## src/rtl/dmem_arbiter.sv

```systemverilog
// dmem_arbiter: two-requester data-memory arbiter with range checking.
// Ports: p0_*/p1_* request/response channels, mem_* memory side.
//
// Params : ARB_MODE  0 = round-robin, 1 = fixed priority (p0 wins)
//          MEM_BYTES byte size of the attached memory
// Req    : px_req_valid/ready, px_we, px_addr, px_wdata, px_size
// Resp   : px_resp_valid/ready, px_rdata, px_err
// Memory : mem_addr, mem_wdata, mem_write, mem_read, mem_size,
//          mem_rdata (combinational, big-endian, sign-extended)
module dmem_arbiter #(
  parameter int ARB_MODE  = 0,
  parameter int MEM_BYTES = 64
) (
  input  logic        clk,
  input  logic        rst_n,

  input  logic        p0_req_valid,
  output logic        p0_req_ready,
  input  logic        p0_we,
  input  logic [63:0] p0_addr,
  input  logic [63:0] p0_wdata,
  input  logic [1:0]  p0_size,
  output logic        p0_resp_valid,
  input  logic        p0_resp_ready,
  output logic [63:0] p0_rdata,
  output logic        p0_err,

  input  logic        p1_req_valid,
  output logic        p1_req_ready,
  input  logic        p1_we,
  input  logic [63:0] p1_addr,
  input  logic [63:0] p1_wdata,
  input  logic [1:0]  p1_size,
  output logic        p1_resp_valid,
  input  logic        p1_resp_ready,
  output logic [63:0] p1_rdata,
  output logic        p1_err,

  output logic [63:0] mem_addr,
  output logic [63:0] mem_wdata,
  output logic        mem_write,
  output logic        mem_read,
  output logic [1:0]  mem_size,
  input  logic [63:0] mem_rdata
);

  typedef enum logic [1:0] {
    IDLE,
    ACCESS,
    RESP
  } state_e;

  typedef struct packed {
    logic        we;
    logic [63:0] addr;
    logic [63:0] wdata;
    logic [1:0]  size;
    logic        id;
    logic        err;
  } txn_t;

  state_e      state_q, state_d;
  logic        rr_q, rr_d;
  txn_t        txn_q, txn_d;
  logic [63:0] rdata_q, rdata_d;
  logic        rerr_q, rerr_d;

  logic        gnt;
  logic        in_idle;
  logic        in_resp;
  logic        acc_ok;
  logic        accept;
  logic        resp_hs;
  txn_t        req_sel;

  // Access runs past the end of memory or outside the 64-byte window.
  function automatic logic range_err(
    input logic [63:0] addr,
    input logic [1:0]  size
  );
    logic [7:0] end_b;
    end_b = {2'b00, addr[5:0]} + (8'd1 << size);
    return ({24'd0, end_b} > 32'(MEM_BYTES)) ||
           (addr[63:6] != '0);
  endfunction

  // gnt: 0 = p0, 1 = p1. rr_q set means p1 is favoured.
  always_comb begin
    gnt = 1'b0;
    unique case (1'b1)
      p0_req_valid && !p1_req_valid: gnt = 1'b0;
      !p0_req_valid && p1_req_valid: gnt = 1'b1;
      p0_req_valid && p1_req_valid:
        gnt = (ARB_MODE == 0) ? rr_q : 1'b0;
      default: gnt = 1'b0;
    endcase
  end

  assign in_idle = rst_n && (state_q == IDLE);
  assign in_resp = rst_n && (state_q == RESP);
  assign acc_ok  = rst_n && (state_q == ACCESS) && !txn_q.err;

  assign p0_req_ready = in_idle && p0_req_valid && !gnt;
  assign p1_req_ready = in_idle && p1_req_valid && gnt;

  assign accept = (p0_req_valid && p0_req_ready) ||
                  (p1_req_valid && p1_req_ready);

  assign resp_hs = in_resp &&
                   (txn_q.id ? p1_resp_ready : p0_resp_ready);

  always_comb begin
    req_sel       = '0;
    req_sel.id    = gnt;
    req_sel.we    = gnt ? p1_we    : p0_we;
    req_sel.addr  = gnt ? p1_addr  : p0_addr;
    req_sel.wdata = gnt ? p1_wdata : p0_wdata;
    req_sel.size  = gnt ? p1_size  : p0_size;
    req_sel.err   = range_err(req_sel.addr, req_sel.size);
  end

  always_comb begin
    state_d = state_q;
    rr_d    = rr_q;
    txn_d   = txn_q;
    rdata_d = rdata_q;
    rerr_d  = rerr_q;
    unique case (state_q)
      IDLE: begin
        if (accept) begin
          state_d = ACCESS;
          rr_d    = ~gnt;
          txn_d   = req_sel;
        end
      end
      ACCESS: begin
        state_d = RESP;
        rerr_d  = txn_q.err;
        // Stores and faulting accesses respond with zero data.
        rdata_d = (txn_q.err || txn_q.we) ? '0 : mem_rdata;
      end
      RESP: begin
        if (resp_hs) state_d = IDLE;
      end
      default: state_d = IDLE;
    endcase
  end

  always_ff @(posedge clk) begin
    if (!rst_n) begin
      state_q <= IDLE;
      rr_q    <= 1'b0;
      txn_q   <= '0;
      rdata_q <= '0;
      rerr_q  <= 1'b0;
    end else begin
      state_q <= state_d;
      rr_q    <= rr_d;
      txn_q   <= txn_d;
      rdata_q <= rdata_d;
      rerr_q  <= rerr_d;
    end
  end

  // Memory strobes carry rst_n so a store cannot commit during reset.
  assign mem_read  = acc_ok && !txn_q.we;
  assign mem_write = acc_ok && txn_q.we;
  assign mem_addr  = acc_ok ? txn_q.addr  : '0;
  assign mem_wdata = acc_ok ? txn_q.wdata : '0;
  assign mem_size  = acc_ok ? txn_q.size  : '0;

  assign p0_resp_valid = in_resp && !txn_q.id;
  assign p1_resp_valid = in_resp && txn_q.id;
  assign p0_rdata = p0_resp_valid ? rdata_q : '0;
  assign p1_rdata = p1_resp_valid ? rdata_q : '0;
  assign p0_err   = p0_resp_valid && rerr_q;
  assign p1_err   = p1_resp_valid && rerr_q;

endmodule

```

## config.mk

```make
export PLATFORM = sky130hd
export DESIGN_NAME = dmem_arbiter
export DESIGN_NICKNAME = d
export VERILOG_FILES = /design/src/rtl/dmem_arbiter.sv
export SDC_FILE = /design/constraint.sdc
export NUM_CORES = 1
export LEC_CHECK = 0
export CORE_AREA = 2 2 234 236
export DETAILED_ROUTE_END_ITERATION = 16
export DIE_AREA = 0 0 236 238
export GPL_ROUTABILITY_DRIVEN = 0
export MAX_ROUTING_LAYER = met4
export PLACE_DENSITY = 0.56
export SLEW_MARGIN = 10
export SYNTH_ARGS = -nofsm -noshare
export SYNTH_HDL_FRONTEND = slang
export SYNTH_SLANG_ARGS = --single-unit
```

## constraint.sdc

```tcl
create_clock -name clk -period 2.65 [get_ports clk]
set_input_delay 0.3975 -clock clk [delete_from_list [all_inputs] [get_ports clk]]
set_output_delay 0.3975 -clock clk [all_outputs]
set_load 0.05 [all_outputs]
```

# After elaboration in Yosys (flattened, before gate mapping)
# Index checks and enable logic that the tools add are counted.
# totals
register_bits	201
in_bits	332
word_cells	64
# classes
n_addsub	1
n_lt_le_gt_ge	1
eq_ne	4
shifts	1
muxes	15
bitwise	1
reduce_logical	31
# op_table
cell	count
$mux 64	7
$reduce_bool 58->1	1
$logic_and 1x1->1	19
$add 6x8->8	1
$gt 8x7->1 const B	1
$mux 2	4
$shl 1x2->8 const A	1
$pmux 2 s3	1
$logic_not 1->1	5
$ne 2x2->1 const B	2
$reduce_and 2->1	2
$logic_or 1x1->1	3
$eq 2x1->1 const B	1
$eq 2x2->1 const B	1
$logic_not 2->1	1
$mux 1	2
$pmux 1 s2	1
$not 1->1	1

# Longest topological paths before layout
# Gate-level depths: netlist of the first run.
# depth
depth_word	9
ltp_mapped	13

# Worst setup path before layout of the first run
# Ideal clock, no wire load.
# synth_timing
path_kind	reg-to-output
start	register state_q[1]
end	output port mem_read
arrival_time_ps	2405
t_required_ps	2253
setup_slack_ps	-153
path_stages_with_launch	6
n_path_buf	3
cell_sequence	dfxtp_1 -> nand2b_1 -> buf_4 -> buf_2 -> buf_2 -> nor4_1
# synth_between
elab_chain_len	4
# synth_rtl
item	line	text
start, declared	62	state_e state_q, state_d;
start signal, assigned	157	state_q <= state_d;
$eq 2x1->1	101	assign acc_ok = rst_n && (state_q == ACCESS) && !txn_q.err;
$logic_and 1x1->1 (2 in series)	101	
$logic_and 1x1->1	166	assign mem_read = acc_ok && !txn_q.we;
end, declared	42	output logic mem_read,
# Every way passes these cells.

# Final worst setup path of the first run
# layout_timing
start	register rr_q
end	output port p0_req_ready
# layout_between
elab_chain_len	3
# layout_rtl
item	line	text
start, declared	63	logic rr_q, rr_d;
start signal, assigned	158	rr_q <= rr_d;
$pmux 1 s2	90	unique case (1'b1)
$logic_not 1->1	103	assign p0_req_ready = in_idle && p0_req_valid && !gnt;
$logic_and 1x1->1	103	
end, declared	18	output logic p0_req_ready,
# Every way passes these cells.

==> run summary, run 1 <==
The number of nets at the end of the flow is ~2100. The via count of the first global-routing pass is roughly 12000. For this block, the via count after detailed routing is around 12000. Of all nets on the critical path, the largest fanout is 7.

598 I/O pins were placed. The worst hold path belongs to the class input pin to flip-flop. The post-placement worst setup slack came out at -0.419 ns.

The number of enable flip-flop cells after synthesis came out at 0. The maximum clock skew at final layout came out at 0.0115 ns. Counting every instance in the synthesized netlist gives 1229. Across the VDD grid, the largest voltage drop is 0.476 mV.

For this design the ratio of total power to cell area is approximately 440 nW/um^2. The post-detailed-routing wire length is ~50 mm. Of the cells placed in the final design, the portion with a size suffix greater than 1 is 24.5%. Compared with the post-synthesis result, the final layout area differs by 102%. The global router's overall resource usage came out at 17.4%.

The number of DRC markers after the initial detailed-route iteration is 727. The total congestion overflow is 0. The final hold violation count is 0. The number of antenna violations at the first check in global routing is 2. The die is about 240 microns wide. STA puts the critical path data required time at 2.25 ns. The transition time at the pin with the least slew margin came out at 0.797 ns. The critical path data arrival time came out at between 2 and 2.5 ns. The reported max-cap violation count came out at 0. The initialized floorplan defines 85 standard-cell rows. CTS built an H-tree with a depth of 1. The register area share after synthesis is around two fifths. For this run, the top clock speed supported by timing is ~0.39 GHz. STA classifies the critical path endpoint as a primary output. The flow ran to the end, and the final reports show no timing, DRC or antenna violations.

Setup repair after global routing left no endpoint under its margin. The leakage power summed over all cells came out at 7.92 nW. The first global-routing pass estimated 72.9 mm of wire. The total of flip-flops plus latches after synthesis is 201. The post-DP HPWL is 38.8 mm.

The clock network latency to the later pin of the worst-skew pair is about 0.55 ns. The average via count per standard cell is 4.57. The synthesized area divided by synthesized cell count is 8.39 sq um. The die footprint came out at 56200 sq um.

For this run, the number of Yosys warnings is 0. In the final timing run, aggregate negative setup slack is 0 ns. The clock period minus worst slack came out at between 2 and 3 ns. TritonCTS built the clock tree. Clock-pin slew was measured on the worst setup and hold paths at 0.06 ns. In this run the remaining antenna-violating nets after routing total 0.

The pre-antenna-repair detailed-routing pass consisted of 9 iterations. The synthesized cell area is 10300 sq um. Clock tree synthesis found a total of 201 sinks. The maximum clock insertion buffer count came out at 3.

The clock root buffer master is clkbuf_16. The critical path is of the flip-flop to primary output type. Headroom to the max-slew limit came out at a little under half.

In this run, CTS created clock tree buffers numbering 26. In this run the vertical extent of the chip is approximately 240 microns. The final setup violation count is 0.

The portion of the clock cycle consumed by the worst path in the final layout is 96.1%. Among all flip-flop cells after synthesis, the most frequent one is dfxtp_1. The number of buffers added on ports is 597. Entering global routing, the biggest net connects 118 pins.

The synthesized netlist net count is 1566. The worst setup path is launched from a flip-flop. The share of synthesized flip-flops with an asynchronous set or reset is 0%. The final count of pins violating max slew came to 0. The final setup slack of the worst path came out at 0.105 ns.

The routed length per instance came out at 19.9 microns. The area inside the core boundary is 53500 sq um. The initial utilization of the core area, before any placement, comes to between 15 and 20%. The number of distinct standard cells referenced by the synthesized netlist is a little over 50. The remaining routing DRC violations came out at 0.
-- power breakdown --
group          switching [mW]  total, mW  leakage (nW)  internal [mW]
logic                    1.01       2.05          5.83           1.04
clock network            1.44       3.61         0.441           2.17
registers               0.148       3.41          1.65           3.26
total                    2.59       9.07          7.92           6.48
-- flip-flops by register name, summed over array words and instances (netlist names) --
| signal | cells |
|---|---|
| txn_q | 133 |
| rdata_q | 64 |
| state_q | 2 |
| rerr_q | 1 |
| rr_q | 1 |
-- routing by layer --
| layer | GRT usage (%) | vias to the layer above | routed length, microns |
|---|---|---|---|
| met4 | 5.52 | 0 | 1530 |
| li1 | - | 5466 | - |
| met5 | - | - | 0 |
| met1 | 19.9 | 5465 | 20200 |
| met3 | 4.50 | 78 | 3780 |
| met2 | 29.6 | 503 | 24600 |
-- cells in the mapped netlist, drive strengths merged, types with 4 or more instances --
cell type,number,share of area (%)
a21oi,6,0.29
a222oi,52,5.0
a22oi,64,4.7
a311oi,74,9.3
and2,262,16
buf,62,3.9
clkbuf,54,2.1
dfxtp,201,39
ha,4,0.49
inv,8,0.29
nand2,155,5.7
nand2b,4,0.27
nand3,7,0.34
nand4,5,0.30
nor2,201,7.3
nor3,7,0.50
nor4,27,1.6
o21ai,5,0.24
-- layout make-up --
class	instances	area, sq um
diodes	2	5.00
inverters	8	42.5
clock buffers	39	801
fillers	5299	32600
clock inverters	9	73.8
well taps	696	871
multi-input cells	904	5720
flip-flops and latches	201	4030
repair buffers	659	9320
-- cell usage in the layout, fill, tap and decap left out, types with 3 or more instances in the layout --
| cell | Yosys | layout |
|---|---|---|
| clkdlybuf4s50_1 | 0 | 331 |
| buf_12 | 0 | 283 |
| and2_1 | 262 | 261 |
| nor2_1 | 201 | 201 |
| dfxtp_1 | 201 | 200 |
| nand2_1 | 154 | 154 |
| a22oi_1 | 64 | 64 |
| a222oi_1 | 52 | 52 |
| a311oi_2 | 50 | 50 |
| buf_4 | 17 | 45 |
| clkbuf_16 | 0 | 27 |
| nor4_1 | 27 | 26 |
| a311oi_1 | 24 | 24 |
| clkbuf_8 | 0 | 8 |
| nand3_1 | 7 | 7 |
| clkinv_2 | 0 | 7 |
| inv_1 | 6 | 6 |
| a21oi_1 | 6 | 6 |
| nor3_1 | 5 | 5 |
| nand4_1 | 5 | 5 |
| o21ai_0 | 4 | 4 |
| clkbuf_1 | 41 | 4 |
| mux2_2 | 3 | 3 |
| ha_1 | 4 | 3 |
-- critical path, stage by stage, from the launching register on --
cell	delay (ns)
dfxtp_1	0.34
nand2b_2	0.19
buf_4	0.14
nand2_4	0.08
buf_4	0.17
buf_4	0.16
and3_4	0.22
buf_4	0.16
buf_12	0.14
-- what timing repair did --
action	4_1_cts	5_1_grt
setup endpoints to repair	2	2
pin swaps	0	2
setup buffers	0	2
gates resized for setup	2	4
hold buffers	0	0
-- final timing paths --
kind	from	to	cells after the start	slack [ns]
max	rr_q	p0_req_ready	8	0.10
min	p1_wdata[48]	txn_q[52]	3	0.42
min reg2reg	txn_q[65]	txn_q[65]	2	0.49
max reg2reg	rr_q	txn_q[0]	12	0.12
-- through the flow --
stage / util, % / area [sq um] / cells / power [mW] / hold slack, ns
2_1_floorplan: - / 10300 / 1229 / 4.43 / 0.429
4_1_cts: 38.9 / 20800 / 2514 / 9.19 / 0.380
6_report: 39.0 / 20900 / 2518 / 9.07 / 0.419
3_3_place_gp: 37.3 / 19900 / 2466 / 5.49 / 0.465
5_1_grt: 39.0 / 20900 / 2518 / 9.49 / 0.414
3_5_place_dp: 37.3 / 19900 / 2466 / 5.52 / 0.469
-- cell families (layout without fill, tap and decap cells) --
kind of cell               count (synthesis)  count (layout)  synth area share [%]
and+or+nand+nor                          680             680                  32.9
AOI/OAI and AO/OA                        211             211                  20.3
DFF                                      201             201                  39.0
buffers and inverters                    124             715                  6.28
muxes                                      6               6                 0.619
adders and majority gates                  5               5                 0.679
xor gates and xnor gates                   2               2                 0.170
other                                      0               2                     0
No activity file was read; power rests on OpenSTA's default activity.
==> run 2: changes to the inputs <==
--- a/config.mk
+++ b/config.mk
@@ -5,12 +5,13 @@
 export SDC_FILE = /design/constraint.sdc
 export NUM_CORES = 1
 export LEC_CHECK = 0
-export CORE_AREA = 2 2 234 236
+export CORE_AREA = 8 8 228 230
 export DETAILED_ROUTE_END_ITERATION = 16
 export DIE_AREA = 0 0 236 238
 export GPL_ROUTABILITY_DRIVEN = 0
+export HOLD_SLACK_MARGIN = 0.12
 export MAX_ROUTING_LAYER = met4
-export PLACE_DENSITY = 0.56
+export PLACE_DENSITY = 0.58
 export SLEW_MARGIN = 10
 export SYNTH_ARGS = -nofsm -noshare
 export SYNTH_HDL_FRONTEND = slang
==> constraint.sdc (replaced) <==
create_clock -name clk -period 2.8 [get_ports clk]
set_input_delay 0.42 -clock clk [delete_from_list [all_inputs] [get_ports clk]]
set_output_delay 0.42 -clock clk [all_outputs]
set_load 0.05 [all_outputs]
==> run 2 against run 1 <==
  * First-iteration DRC count is 18% higher
  * Die area did not move
  * Wire length rose by 4.0%
  * Total power fell by 4.2%
  * Hold slack improved by 0.020 ns
  * Final cell count shrank 3.6%
  * Critical endpoint is now mem_addr[53]
==> run summary, run 2 (same netlist as run 1, synthesis figures left out) <==
The number of buffers added on ports is 597. CTS built an H-tree with a depth of 1. Setup repair after global routing left no endpoint under its margin. The clock transition time at the flip-flop clock pins of the worst setup and hold paths came out at 0.06 ns. The number of flip-flops under the largest register name came out at approximately 130. The final count of pins violating max slew came out at 0. For this run, the number of standard cells in the final layout without fillers is 2427. The reported max-cap violation count is 0. The multi-input gate area in the final layout came out at 5700 sq um. Once placement completed, the tool counted placed cells totaling 2377. The largest registers in the layout are txn_q x133, rdata_q x64, state_q x2. The clock period minus worst slack is 2.65 ns.

The routed length per instance came out at between 20 and 25 microns. The post-detailed-routing wire length is 52.1 mm. The number of rows in the core area came out at between 80 and 90. In the final layout, the share of cells above drive strength 1 is 23.6%. The leakage power summed over all cells came out at 7.83 nW.

The instance area after placement came out at 19600 sq um. The transition time at the pin with the least slew margin is 1.07 ns. The peak supply drop is 0.310 mV. The portion of the clock cycle consumed by the worst path in the final layout is between 90% and 100%. The clock drives 201 sinks. For this design the ratio of total power to cell area is 422 nW/um^2. The worst setup path is captured at a primary output. The overall die height is 238 microns. The initial cell density of the core came out at approximately a fifth. Across every metal layer, demand over resource in global routing totals ~18%. Before antenna repair, the detailed router went through 7 iterations. The number of nets with antenna violations after routing came out at 0.

For this block, the via count after detailed routing is 11400. The required time at the endpoint of the critical path is 2.38 ns. The worst setup path is launched from a flip-flop. The number of primary I/O pins came out at 598.

The sequential cell area came out at about 4000 sq um. TritonCTS built the clock tree. The maximum clock skew at final layout came out at 0.0154 ns. The clock network latency to the later pin of the worst-skew pair came out at 0.55 ns. OpenSTA, run right after detailed placement, puts the worst setup slack at -0.373 ns. By startpoint and endpoint, the worst setup path is classified as flip-flop to primary output. The post-DP HPWL came out at 40.1 mm. In this run the worst path has a maximum fanout of 67.

The remaining routing DRC violations came out at 0. Setup slack on the critical path of the routed design comes to between 0.15 and 0.2 ns. Global routing finished with a remaining overflow of 0. The number of antenna violations at the first check in global routing came to 3. Setup violations remaining at the end of the flow were counted as 0. The path type of the worst min-delay path is input pin to flip-flop. The die footprint came out at 56200 sq um. STA puts the critical path data arrival time at 2.23 ns. In the layout the commonest cells are 331 x clkdlybuf4s50_1, 276 x buf_12, 261 x and2_1. The fmax is roughly 0.38 GHz.

The number of buffers added by the clock tree synthesis step came out at 27. txn_q holds more flip-flops than any other register. In this run, the number of DRC markers left after iteration 0 of detailed routing was 857. The final hold violation count came out at 0. The die is 236 microns wide. The maximum clock insertion buffer count is 3. The first-pass GRT wire length came out at 76.1 mm.

The overall power after layout is a little under 9 mW. The final-layout worst hold slack came out at 0.439 ns. The area growth from synthesis to layout is 99.4%. The area inside the core boundary came out at 48300 sq um.

Entering global routing, the biggest net connects 104 pins. The library cell used most frequently in the layout, excluding fill and tap cells, is clkdlybuf4s50_1. The number of fillers in the final layout is roughly 4600. The average via count per standard cell came out at 4.71. The number of nets at the end of the flow is 2121. The worst pin sits at a relative slew slack of 28.4%. The clock root buffer master is clkbuf_16. The run finished with clean final reports. With fillers left out, the area of the finished cells amounts to 20600 sq um. The via count of the first global-routing pass came out at 11500.
-- run 2: layout make-up --
cell class                 count  area share [%]
antenna                        2          0.0243
clock buffer                  36            3.74
clock inverter                12           0.730
tap                          622            3.78
inverter                       8           0.207
timing repair buffer         642            44.3
sequential                   201            19.6
multi-input combinational    904            27.7
-- run 2: stage by stage --
stage | util, % | setup TNS, ns
finish | 42.5 | 0
global route | 42.5 | 0
CTS | 42.5 | 0
detailed placement | 40.6 | -0.373
global placement | 40.6 | -0.252
floorplan | - | 0
-- run 2: worst paths after layout --
check | cells after the start | slack, ns | startpoint | end
max reg2reg | 11 | 0.19 | rr_q | txn_q[0]
min reg2reg | 2 | 0.49 | txn_q[36] | txn_q[36]
max | 5 | 0.15 | state_q[0] | mem_addr[53]
min | 3 | 0.44 | p1_wdata[50] | txn_q[54]
-- run 2: power breakdown --
group,switching (mW),internal (mW)
Clock,1.38,2.20
Sequential,0.137,3.09
Combinational,0.933,0.944
-- run 2: per-layer routing --
| metal | up-vias | GRT usage [%] | share of wire [%] |
|---|---|---|---|
| met5 | - | - | 0 |
| met2 | 500 | 30.9 | 50 |
| met4 | 0 | 4.63 | 2.3 |
| li1 | 5422 | - | - |
| met1 | 5459 | 19.8 | 39 |
| met3 | 61 | 5.51 | 8.4 |
-- run 2: critical path, stage by stage (launching register included) --
cell      delay (ns)
dfxtp_1         0.48
nand2b_2        0.21
nor3_4          0.26
buf_12          0.28
and2_1          0.23
buf_12          0.15
-- run 2: what timing repair did --
| item | in CTS | in global routing |
|---|---|---|
| endpoints found under the setup margin | 0 | 1 |
| hold buffers | 0 | 0 |
| setup buffers | 0 | 0 |
| resized for setup | 0 | 1 |
==> run 3: changes to the inputs <==
--- a/config.mk
+++ b/config.mk
@@ -16,3 +16,4 @@
 export SYNTH_ARGS = -nofsm -noshare
 export SYNTH_HDL_FRONTEND = slang
 export SYNTH_SLANG_ARGS = --single-unit
+export TNS_END_PERCENT = 1
==> results of run 3 <==
No change in the layout: final DEF, timing and power equal those of run 2.
